==> config.mk <==
export PLATFORM = sky130hd
export DESIGN_NAME = control_unit
export DESIGN_NICKNAME = d
export VERILOG_FILES = /design/src/rtl/control_unit.sv
export SDC_FILE = /design/constraint.sdc
export NUM_CORES = 1
export LEC_CHECK = 0
export CAP_MARGIN = 25
export CORE_AREA = 2 2 39 41
export DETAILED_ROUTE_END_ITERATION = 8
export DIE_AREA = 0 0 41 43
export DONT_BUFFER_PORTS = 1
export SLEW_MARGIN = 20
export SYNTH_ARGS = -nofsm -noshare
export SYNTH_HDL_FRONTEND = slang
export SYNTH_SLANG_ARGS = --single-unit
==> constraint.sdc <==
create_clock -name clk -period 1.28 [get_ports clk]
set_clock_uncertainty 0.05 [all_clocks]
set_input_delay 0.192 -clock clk [delete_from_list [all_inputs] [get_ports clk]]
set_output_delay 0.192 -clock clk [all_outputs]
set_load 0.05 [all_outputs]
==> src/rtl/control_unit.sv <==
// -----------------------------------------------------------------------------
// control_unit
//
// Main decoder plus ALU-control decoder for an RV32I single-cycle datapath.
// Every control output is registered, so a decode appears on the outputs one
// rising edge after its instruction fields were presented. No combinational
// input-to-output path exists.
//
// Ports
//   clk        : system clock, all outputs update on the rising edge
//   rst        : synchronous, active-high reset (clears every output)
//   opcode     : instr[6:0]
//   funct3     : instr[14:12]
//   funct7     : instr[31:25], only bit 5 is used
//   reg_write  : write rd in the register file
//   mem_read   : data-memory read enable
//   mem_write  : data-memory write enable
//   mem_to_reg : writeback select, 1 = memory data, 0 = ALU result
//   branch     : instruction is a conditional branch
//   alu_src    : ALU operand B, 1 = immediate, 0 = rs2
//   alu_ctl    : 4-bit ALU operation code
// -----------------------------------------------------------------------------
module control_unit (
  input  logic       clk,
  input  logic       rst,
  input  logic [6:0] opcode,
  input  logic [2:0] funct3,
  input  logic [6:0] funct7,
  output logic       reg_write,
  output logic       mem_read,
  output logic       mem_write,
  output logic       mem_to_reg,
  output logic       branch,
  output logic       alu_src,
  output logic [3:0] alu_ctl
);

  typedef enum logic [3:0] {
    ALU_AND  = 4'b0000,
    ALU_OR   = 4'b0001,
    ALU_ADD  = 4'b0010,
    ALU_XOR  = 4'b0011,
    ALU_SLL  = 4'b0100,
    ALU_SRL  = 4'b0101,
    ALU_SUB  = 4'b0110,
    ALU_SLT  = 4'b0111,
    ALU_SRA  = 4'b1000,
    ALU_SLTU = 4'b1001
  } alu_op_e;

  typedef enum logic [6:0] {
    OP_R_TYPE = 7'b0110011,
    OP_I_ALU  = 7'b0010011,
    OP_LOAD   = 7'b0000011,
    OP_STORE  = 7'b0100011,
    OP_BRANCH = 7'b1100011
  } opcode_e;

  typedef struct packed {
    logic    reg_write;
    logic    mem_read;
    logic    mem_write;
    logic    mem_to_reg;
    logic    branch;
    logic    alu_src;
    alu_op_e alu_ctl;
  } ctl_t;

  localparam ctl_t CTL_NOP = '{
    reg_write:  1'b0,
    mem_read:   1'b0,
    mem_write:  1'b0,
    mem_to_reg: 1'b0,
    branch:     1'b0,
    alu_src:    1'b0,
    alu_ctl:    ALU_AND
  };

  ctl_t ctl_d;
  ctl_t ctl_q;

  // Shared funct3 map for R-type and I-type ALU ops. 'sub_ok' is only set for
  // R-type: ADDI has no subtract form, so funct7[5] must not turn it into SUB.
  // The shift-right alternate (SRA/SRAI) is selected by funct7[5] for both.
  function automatic alu_op_e alu_from_funct3(input logic [2:0] f3,
                                              input logic       alt,
                                              input logic       sub_ok);
    alu_op_e op;
    op = ALU_ADD;
    unique case (f3)
      3'b000:  op = (alt && sub_ok) ? ALU_SUB : ALU_ADD;
      3'b001:  op = ALU_SLL;
      3'b010:  op = ALU_SLT;
      3'b011:  op = ALU_SLTU;
      3'b100:  op = ALU_XOR;
      3'b101:  op = alt ? ALU_SRA : ALU_SRL;
      3'b110:  op = ALU_OR;
      3'b111:  op = ALU_AND;
      default: op = ALU_ADD;
    endcase
    return op;
  endfunction

  // Branches compare with the ALU: equality via SUB, signed and unsigned
  // ordering via SLT/SLTU. The reserved funct3 values 010/011 fall back to SUB.
  function automatic alu_op_e alu_for_branch(input logic [2:0] f3);
    alu_op_e op;
    op = ALU_SUB;
    case (f3[2:1])
      2'b10:   op = ALU_SLT;
      2'b11:   op = ALU_SLTU;
      default: op = ALU_SUB;
    endcase
    return op;
  endfunction

  always_comb begin
    // NOTE: ctl_d is given a full default before the case so that no path
    // leaves it unassigned; a missing default here would infer a latch.
    ctl_d = CTL_NOP;
    case (opcode)
      OP_R_TYPE: begin
        ctl_d.reg_write = 1'b1;
        ctl_d.alu_ctl   = alu_from_funct3(funct3, funct7[5], 1'b1);
      end
      OP_I_ALU: begin
        ctl_d.reg_write = 1'b1;
        ctl_d.alu_src   = 1'b1;
        ctl_d.alu_ctl   = alu_from_funct3(funct3, funct7[5], 1'b0);
      end
      OP_LOAD: begin
        ctl_d.reg_write  = 1'b1;
        ctl_d.mem_read   = 1'b1;
        ctl_d.mem_to_reg = 1'b1;
        ctl_d.alu_src    = 1'b1;
        ctl_d.alu_ctl    = ALU_ADD;
      end
      OP_STORE: begin
        ctl_d.mem_write = 1'b1;
        ctl_d.alu_src   = 1'b1;
        ctl_d.alu_ctl   = ALU_ADD;
      end
      OP_BRANCH: begin
        ctl_d.branch  = 1'b1;
        ctl_d.alu_ctl = alu_for_branch(funct3);
      end
      // Unsupported opcodes stay at the NOP default: no register or memory
      // side effects.
      default: ctl_d = CTL_NOP;
    endcase
  end

  // NOTE: state is updated with non-blocking assignments so every flop samples
  // its inputs from before the edge, independent of block ordering.
  always_ff @(posedge clk) begin
    if (rst) begin
      ctl_q <= CTL_NOP;
    end else begin
      ctl_q <= ctl_d;
    end
  end

  assign reg_write  = ctl_q.reg_write;
  assign mem_read   = ctl_q.mem_read;
  assign mem_write  = ctl_q.mem_write;
  assign mem_to_reg = ctl_q.mem_to_reg;
  assign branch     = ctl_q.branch;
  assign alu_src    = ctl_q.alu_src;
  assign alu_ctl    = ctl_q.alu_ctl;

endmodule

==> results of run 1 <==
==> per-stage QoR <==
stage	instance area (um^2)	worst slack, ns	std cells
after floorplan	477	0.144	45
final	533	0.172	65
after global placement	487	0.256	59
after CTS	533	0.165	65
after detailed placement	487	0.238	59
after global routing	533	0.138	65
==> cells by family (layout without fill, tap and decap cells) <==
family | after synthesis | after routing
simple gates | 19 | 19
compound gates | 14 | 14
flops | 9 | 9
buf+inv | 3 | 7
==> final cells by class <==
type	count	area [um^2]
Timing Repair Buffer	3	27.5
Tap cell	16	20.0
Clock buffer	4	26.3
Fill cell	138	851
Sequential cell	9	180
Multi-Input combinational cell	33	279
==> power breakdown <==
group          switching [mW]  leakage [nW]  internal (mW)
sequential            0.00537        0.0725          0.282
clock                  0.0809        0.0150          0.119
combinational          0.0165         0.104         0.0288
==> worst max-delay path by stage <==
stage | depth (start not counted) | startpoint | end | slack [ns]
CTS | 0 | branch | branch | 0.16
global placement | 3 | opcode[2] | alu_ctl[3] | 0.26
detailed placement | 3 | opcode[2] | alu_ctl[3] | 0.24
finish | 0 | reg_write | reg_write | 0.17
global route | 0 | mem_write | mem_write | 0.14
floorplan | 1 | mem_to_reg | mem_to_reg | 0.14
==> synth_stat cells, types with 2 or more instances <==
cell	count	area [um^2]
buf_2	2	10.0
nand2_1	2	7.51
and3_1	2	12.5
a21oi_1	4	20.0
dfxtp_1	9	180
nand2b_4	2	27.5
nor2_1	3	11.3
nor2b_1	3	18.8
o2111ai_1	2	17.5
==> per-layer routing <==
layer  GRT usage, %  up-vias  part of all wire (%)
met5              0        -                     0
met4           6.00        0                     0
li1               -      176                     -
met3           6.81        0                   7.8
met1           13.9      168                    44
met2           15.0       18                    49
==> impl_metrics.env, run 1 <==
export IMPL_final_cell_mix="dfxtp_1 (9), a21oi_1 (4), nor2b_1 (3), nor2_1 (3), clkbuf_4 (3)"
export IMPL_end_kind="primary output"
export IMPL_grt_pass1_wl_um=1300
export IMPL_port_buffers=0
export IMPL_start_util_pct=34.4
export IMPL_utilization_pct=38.5
export IMPL_max_freq_mhz=903
export IMPL_syn_avg_cell_area_um2=10.6
export IMPL_wl_per_cell_um=12.7
export IMPL_ctsResizeCount=0
export IMPL_cts_hold_buffers_added=2
export IMPL_final_min_period_over_clock_period_pct=86.5
export IMPL_io_pins=29
export IMPL_arrival_ns=0.87
export IMPL_cts_root_buf="clkbuf_4"
export IMPL_syn_inst=45
export IMPL_worst_pin_slew_ns=0.481
export IMPL_netlist_area_um2=477
export IMPL_powerDensity_nw_per_um2=999
export IMPL_dieArea_um2=1760
export IMPL_synth_compound_area_share_pct=26.0
export IMPL_layout_nets=69
export IMPL_htree_levels=1
export IMPL_vias=362
export IMPL_synth_simple_area_share_pct=32.5
export IMPL_track_usage_pct=11.4
export IMPL_dr_pass1_iters=3
export IMPL_grt_pass1_vias=299
export IMPL_synth_edff_count=0
export IMPL_synthDistinctLibCells=25
export IMPL_setup_violations=0
export IMPL_power_uw=532
export IMPL_areaGrowthSynthToFinish_pct=11.8
export IMPL_drt_initial_drc_count=3
export IMPL_cp_required_ns=1.04
export IMPL_routed_via_density=5.57
export IMPL_antenna_found_initial=0
export IMPL_largest_reg_flops=4
export IMPL_route_detailed_drc=0
export IMPL_clk_path_buf_depth=2
export IMPL_clk_pin_slew_worst_paths_ns=0.05
export IMPL_coreArea_um2=1380
export IMPL_min_from="opcode[5]"
export IMPL_synth_main_ff_cell="dfxtp_1"
export IMPL_synth_nets=64
export IMPL_drive_above_1_share_pct=22.4
export IMPL_drt_wl_total_um=824
export IMPL_final_common_cell="dfxtp_1"
export IMPL_status="complete, no violations"
export IMPL_cts_tree="built"
export IMPL_ys_warnings_count=0
export IMPL_yosys_area_share_xor_xnor_pct=0
export IMPL_overflow=0
export IMPL_holdWs_ns=0.0307
export IMPL_finalSetupTns_ns=0
export IMPL_diodes=0
export IMPL_rows=14
export IMPL_postCtsSetupBuffers=0
export IMPL_cap_violations=0
export IMPL_grt_max_degree=11
export IMPL_synthAdderAreaFrac_pct=0
export IMPL_post_dp_hpwl_um=657
export IMPL_finalCriticalPeriod_ns=1.11
export IMPL_holdPathEnd="mem_write"
export IMPL_synth_top_family_by_area="simple AND/OR/NAND/NOR gates"
export IMPL_synthMuxAreaShare_pct=0
export IMPL_die_h_um=43
export IMPL_p_leak_nw=0.191
export IMPL_holdPathStages=2
export IMPL_ys_ff_latch=9
export IMPL_gp_congestion=0.808
export IMPL_hp_class="primary input to register"
export IMPL_yosysSeqAreaShare_pct=37.8
export IMPL_cp_max_fo=1
export IMPL_final_hold_viol_count=0
export IMPL_die_w_um=41
export IMPL_ir_drop_mv=0.320
export IMPL_final_max_slew_viol_count=0
export IMPL_relSlewSlack_pct=67.9
export IMPL_cts_sinks=9
export IMPL_critPathKind="register to primary output"
export IMPL_synth_async_reset_ratio_pct=0
export IMPL_startpoint_type="register"
export IMPL_rsz0062_at_grt="false"
export IMPL_cts_inserted_buffers=3
export IMPL_ant_nets=0
No activity file was read; power rests on OpenSTA's default activity.
==> run 2: changes to the inputs <==
--- a/config.mk
+++ b/config.mk
@@ -7,6 +7,7 @@
 export LEC_CHECK = 0
 export CAP_MARGIN = 25
 export CORE_AREA = 2 2 39 41
+export CTS_CLUSTER_DIAMETER = 120
 export DETAILED_ROUTE_END_ITERATION = 8
 export DIE_AREA = 0 0 41 43
 export DONT_BUFFER_PORTS = 1
==> results of run 2 <==
Same layout as run 1: the final DEF is identical, and so are final timing and power.
==> run 3: changes to the inputs <==
==> constraint.sdc (replaced) <==
create_clock -name clk -period 1.28 [get_ports clk]
set_clock_uncertainty 0.05 [all_clocks]
set_input_delay 0.32 -clock clk [delete_from_list [all_inputs] [get_ports clk]]
set_output_delay 0.32 -clock clk [all_outputs]
set_load 0.05 [all_outputs]
==> run 3 against run 2 <==
  * Utilization grew 3.8 points
  * Via count shrank 0.83%
  * Sequential share of layout area shrank 3.0 points
  * Maximum frequency shrank 3.6%
  * Die area is the same
  * Setup slack lost 0.041 ns
  * Largest cell class unchanged
  * Wire length shrank 1.5%
  * Clock power is essentially flat
  * Cell area grew 9.9%
  * Worst hold slack gained 0.062 ns
  * Count of clock-buffer cells in the layout is the same
  * Sequential power shrank 2%
==> impl_metrics.env, run 3 (synthesized netlist as in run 1, its figures left out) <==
export IMPL_status="complete, no violations"
export IMPL_ant_nets=0
export IMPL_cp_top_family="flip-flops"
export IMPL_final_hold_viol_count=0
export IMPL_cpPeakStageDelay_ns=0.35
export IMPL_end_kind="primary output"
export IMPL_endpoint="mem_to_reg"
export IMPL_finalSetupTns_ns=0
export IMPL_dr_pass1_iters=2
export IMPL_crit_path_start="mem_to_reg"
export IMPL_powerDensity_nw_per_um2=903
export IMPL_track_usage_pct=11.6
export IMPL_path_buf_inv=1
export IMPL_routed_via_density=5.06
export IMPL_grt_max_degree=11
export IMPL_drt_wl_total_um=812
export IMPL_postCtsSetupBuffers=0
export IMPL_wl_per_cell_um=11.4
export IMPL_start_util_pct=34.4
export IMPL_utilization_pct=42.3
export IMPL_ctsResizeCount=0
export IMPL_cp_required_ns=0.91
export IMPL_grt_pass1_wl_um=1370
export IMPL_final_cell_mix="dfxtp_1 (9), buf_4 (8), a21oi_1 (4)"
export IMPL_coreArea_um2=1380
export IMPL_largest_reg_flops=4
export IMPL_holdWs_ns=0.0930
export IMPL_post_dp_hpwl_um=699
export IMPL_gp_congestion=0.779
export IMPL_grt_pass1_vias=345
export IMPL_multi_input_area_um2=279
export IMPL_dpl_instance_area_um2=559
export IMPL_cp_depth=1
export IMPL_drt_initial_drc_count=1
export IMPL_hp_class="primary input to register"
export IMPL_critPathKind="register to primary output"
export IMPL_layout_nets=75
export IMPL_cts_inserted_buffers=3
export IMPL_worst_pin_slew_ns=0.236
export IMPL_die_w_um=41
export IMPL_antenna_found_initial=0
export IMPL_rsz0062_at_grt="false"
export IMPL_n_fill_cell=138
export IMPL_final_max_slew_viol_count=0
export IMPL_route_detailed_drc=0
export IMPL_areaGrowthSynthToFinish_pct=22.8
export IMPL_p_leak_nw=0.229
export IMPL_path_cells="buf_12"
export IMPL_final_min_period_over_clock_period_pct=89.7
export IMPL_clk_pin_slew_worst_paths_ns=0.06
export IMPL_drive_above_1_share_pct=34.5
export IMPL_max_freq_mhz=871
export IMPL_rows=14
export IMPL_ir_drop_mv=0.373
export IMPL_cts_tree="built"
export IMPL_cts_hold_buffers_added=0
export IMPL_relSlewSlack_pct=84.3
export IMPL_vias=359
export IMPL_cts_root_buf="clkbuf_4"
export IMPL_clk_path_buf_depth=2
export IMPL_dieArea_um2=1760
export IMPL_io_pins=29
export IMPL_power_uw=529
export IMPL_startpoint_type="register"
export IMPL_register_area_um2=180
export IMPL_diodes=0
export IMPL_cap_violations=0
export IMPL_overflow=0
export IMPL_final_cell_area_um2=586
export IMPL_htree_levels=1
export IMPL_die_h_um=43
export IMPL_finalCriticalPeriod_ns=1.15
export IMPL_cp_slowest_cell="dfxtp_1"
export IMPL_final_common_cell="dfxtp_1"
export IMPL_cp_max_fo=2
export IMPL_setup_violations=0
export IMPL_arrival_ns=0.78
export IMPL_cts_sinks=9
export IMPL_port_buffers=0
[run 3: through the flow]
stage | std cells | setup WS, ns
2_1_floorplan | 45 | 0.0157
3_3_place_gp | 67 | 0.130
3_5_place_dp | 67 | 0.108
4_1_cts | 71 | 0.121
5_1_grt | 71 | 0.0933
6_report | 71 | 0.131
[run 3: worst min-delay path by stage]
stage,slack (ns),to,startpoint,depth (start not counted)
2_1_floorplan,0.35,mem_to_reg,opcode[4],1
3_3_place_gp,0.35,mem_to_reg,opcode[4],1
3_5_place_dp,0.35,mem_to_reg,opcode[4],1
4_1_cts,0.09,mem_to_reg,opcode[4],1
5_1_grt,0.08,mem_to_reg,opcode[4],1
6_report,0.09,mem_to_reg,opcode[4],1
[run 3: final cells by class]
class / instances / share of cell area, %
clock buffer: 4 / 4.49
timing repair buffer: 9 / 13.7
multi-input combinational: 33 / 47.6
tap: 16 / 3.42
sequential: 9 / 30.8
[run 3: power breakdown]
group          internal, mW  switching, mW
registers             0.282       0.000386
clock network         0.119         0.0813
logic                0.0267         0.0198
total                 0.427          0.101
[run 3: layer usage]
layer	part of all wire, %	GRT usage, %	up-vias
li1	-	-	188
met4	0	6.00	0
met5	0	0	-
met1	40	14.3	157
met3	10	6.81	0
met2	50	15.3	14
==> RTL change 1: new RTL, settings of run 2 <==
Reset style: asynchronous (`rst`), changed in one clocked block. Comments in the files are not updated.
--- a/src/rtl/control_unit.sv
+++ b/src/rtl/control_unit.sv
@@ -152,7 +152,7 @@
 
   // NOTE: state is updated with non-blocking assignments so every flop samples
   // its inputs from before the edge, independent of block ordering.
-  always_ff @(posedge clk) begin
+  always_ff @(posedge clk or posedge rst) begin
     if (rst) begin
       ctl_q <= CTL_NOP;
     end else begin
Formal check against the unedited RTL: differs if rst is asserted again (counterexample within 4 cycles, from zero or initial values and one cycle with rst high); with rst held inactive, the same outputs for 10 cycles.
==> RTL change 1 against run 2 <==
Setup slack improved by 6.8 ps; power is 3.2% higher; combinational power rose by 6.6%; sequential cell count unchanged; final area grew 0.94%; die area unchanged; area after synthesis fell by 5.2%; core utilization grew 0.36 points; clock power increased by 2%; global-route usage up 0.20 points; routed wire length decreased by 7.6%.
==> RTL change 1: results (changes against run 2) <==
| Metric | Value |
|---|---|
| Largest net degree at the start of global routing | 10 (-1) |
| Max VDD drop | 0.205 mV (-36%) |
| Register area | 225 µm² (+25%) |
| Invs w/o clock | 2 (+2) |
| Share of layout cells above drive strength 1 | 18.4% (-4.1 points) |
| GR Util met2 | 19.1% (+4.1 points) |
| Worst Hold Path EP | alu_ctl[0] |
| Top cells by count, synth | dfrtp_1, a21oi_1, nor2_1, nor2b_1, o211ai_1 |
| Filler cells | 142 (+2.9%) |
| Worst hold path startpoint | funct3[2] |
| Post-place setup slack | 257 ps (+18.8 ps) |
| Leak Pwr | 0.235 nW (+23%) |
| Post-CTS Hold Buffers | 4 (+2) |
| DR vias | 326 (-9.9%) |
| Clock-cell share | 4.88% (-0.046 points) |
| Int Pwr | 0.000434 W (+0.97%) |
| Synth Area in Compound Gates | 17.2% (-8.8 points) |
| Nonclk buf count | 5 (+2) |
| Multi-input logic portion of the cell area | 39.3% (-13 points) |
| HPWL after DPL | 616 µm (-6.3%) |
| #MultiIn Comb | 29 (-12%) |
| Met1 global-route usage | 11.7% (-2.3 points) |
| Status | finished clean |
| Yosys cell types | 20 (-20%) |
| Post-Synthesis Net Count | 60 (-6.3%) |
| First-pass iteration count of the detailed router | 1 (-2) |
| Area contributors post-synth | dfrtp_1, nand4bb_4, o211ai_1 |
| DR top layer | met4 |
| Iter 0 DRT Violations | 0 (-3) |
| Met1 wire length | 269 µm (-25%) |
| Layout non-clock buf frac | 8.84% (+3.7 points) |
| Average routed wire per standard cell | 11.7 µm (-7.6%) |
==> RTL change 1: power groups by stage <==
stage,clock network [W],registers [W],logic [W]
finish,0.000204,0.000297,0.0000483
global route,0.000231,0.000298,0.0000556
CTS,0.000215,0.000297,0.0000495
detailed placement,0,0.000302,0.0000381
global placement,0,0.000302,0.0000376
floorplan,0,0.000303,0.0000333
==> RTL change 1: how the worst max path moves through the flow <==
stage / startpoint / end / slack (ps)
2_1_floorplan: mem_to_reg / mem_to_reg / 150
3_3_place_gp: opcode[2] / alu_src / 290
3_5_place_dp: opcode[2] / alu_src / 260
4_1_cts: alu_ctl[0] / alu_ctl[0] / 170
5_1_grt: alu_ctl[1] / alu_ctl[1] / 130
6_report: alu_ctl[0] / alu_ctl[0] / 180
==> RTL change 1: cells by family after synthesis <==
| family | Yosys count |
|---|---|
| buf+inv | 3 |
| simple gates | 17 |
| compound gates | 12 |
| flops | 9 |
==> RTL change 2: new RTL, flow settings as in run 2 <==
Without the edit above. Register the input `funct7` before use. The logic sees it one clock later. The other inputs are not delayed to match.
--- a/src/rtl/control_unit.sv
+++ b/src/rtl/control_unit.sv
@@ -76,6 +76,12 @@
     alu_ctl:    ALU_AND
   };
 
+  logic [6:0] funct7_q;
+
+  always_ff @(posedge clk) begin
+    funct7_q <= funct7;
+  end
+
   ctl_t ctl_d;
   ctl_t ctl_q;
 
@@ -121,12 +127,12 @@
     case (opcode)
       OP_R_TYPE: begin
         ctl_d.reg_write = 1'b1;
-        ctl_d.alu_ctl   = alu_from_funct3(funct3, funct7[5], 1'b1);
+        ctl_d.alu_ctl   = alu_from_funct3(funct3, funct7_q[5], 1'b1);
       end
       OP_I_ALU: begin
         ctl_d.reg_write = 1'b1;
         ctl_d.alu_src   = 1'b1;
-        ctl_d.alu_ctl   = alu_from_funct3(funct3, funct7[5], 1'b0);
+        ctl_d.alu_ctl   = alu_from_funct3(funct3, funct7_q[5], 1'b0);
       end
       OP_LOAD: begin
         ctl_d.reg_write  = 1'b1;
Behaviour: not the same (a bounded check fails within 4 cycles, from zero or initial values and one cycle with rst high).
==> RTL change 2 against run 2 <==
Power is 21% higher; highest routed layer is now met4; sequential power is 11% higher; sequential share of layout area grew 3.6 points; sequential cell count is 1 higher; core utilization up 0.18 points; setup slack lost 15 ps; via count grew 6.1%; area after synthesis fell by 6.8%; final area up 0.47%; routed wire length up 2.1%.
==> RTL change 2: results (changes against run 2) <==
| Metric | Value |
|---|---|
| Status | finished clean |
| Post-Synthesis Net Count | 68 (+6.3%) |
| Total Power | 0.000642 W (+21%) |
| Slew headroom | 68.2% (+0.27 points) |
| Vias in the first global route | 365 (+22%) |
| Net switching power | 0.000131 W (+28%) |
| Average routed wire per standard cell | 11.7 µm (-7.9%) |
| GR Util met2 | 16.9% (+1.9 points) |
| Nonclk buf count | 5 (+2) |
| Met1 global-route usage | 12.6% (-1.3 points) |
| Filler cells | 142 (+2.9%) |
| Combinational power share | 6.7% (-1.8 points) |
| Yosys top cell area share | 45.1% (+7.3 points) |
| Number of vias per cell | 5.33 (-4.2%) |
| # nets final | 76 (+10%) |
| Synth Area in Compound Gates | 17.5% (-8.5 points) |
| Post-CTS Hold Buffers | 4 (+2) |
| Placed insts | 64 (+8.5%) |
| Area contributors post-synth | dfxtp_1, mux2i_1, nand3_1 |
| Clock Pin Slew Worst Setup and Hold Paths | 70 ps (+20 ps) |
| Iter 0 DRT Violations | 6 (+3) |
| Post-synthesis sequential area ratio | 45.1% (+7.3 points) |
| Final Wtd Congestion | 0.787 (-2.6%) |
| Top cells by count, synth | dfxtp_1, nor2_1, nand3_1 |
| Met1 wire length | 364 µm (+1.4%) |
| Leak Pwr | 0.204 nW (+6.7%) |
| Metal3 WL | 92 µm (+44%) |
| Final cell count without fillers | 72 (+11%) |
| Share of layout cells above drive strength 1 | 14.3% (-8.2 points) |
| First-pass iteration count of the detailed router | 4 (+1) |
| HPWL after DPL | 636 µm (-3.2%) |
| Sequential share of cell area | 37.4% (+3.6 points) |
| Multi-input logic portion of the cell area | 42.5% (-9.8 points) |
| Mux contribution to synthesized area | 4.51% (+4.5 points) |
| GR Util met3 | 4.71% (-2.1 points) |
==> RTL change 2: cell types whose count changed after synthesis, moves of 2 or more <==
cell       before  now
a21oi_1         4    2
nand3_1         1    4
and2_1          0    3
mux2i_1         0    2
o2111ai_1       2    0
and3_1          2    0
nor2_1          3    5
nand2b_4        2    0
o22ai_1         0    2
==> RTL change 2: through the flow <==
| step | cell area, µm² | setup slack, ps |
|---|---|---|
| 6_report | 536 | 158 |
| 4_1_cts | 536 | 150 |
| 3_5_place_dp | 459 | 214 |
| 3_3_place_gp | 459 | 215 |
| 5_1_grt | 536 | 119 |
| 2_1_floorplan | 444 | 144 |
==> RTL change 2: path summary, 6_finish.rpt <==
path	start	to	slack, ps	depth (start not counted)
worst max register to register	funct7_q[5]	alu_ctl[3]	270	4
worst max-delay path	alu_ctl[2]	alu_ctl[2]	160	0
worst min-delay path	rst	alu_ctl[1]	40	2
worst min register to register	funct7_q[5]	alu_ctl[0]	720	4
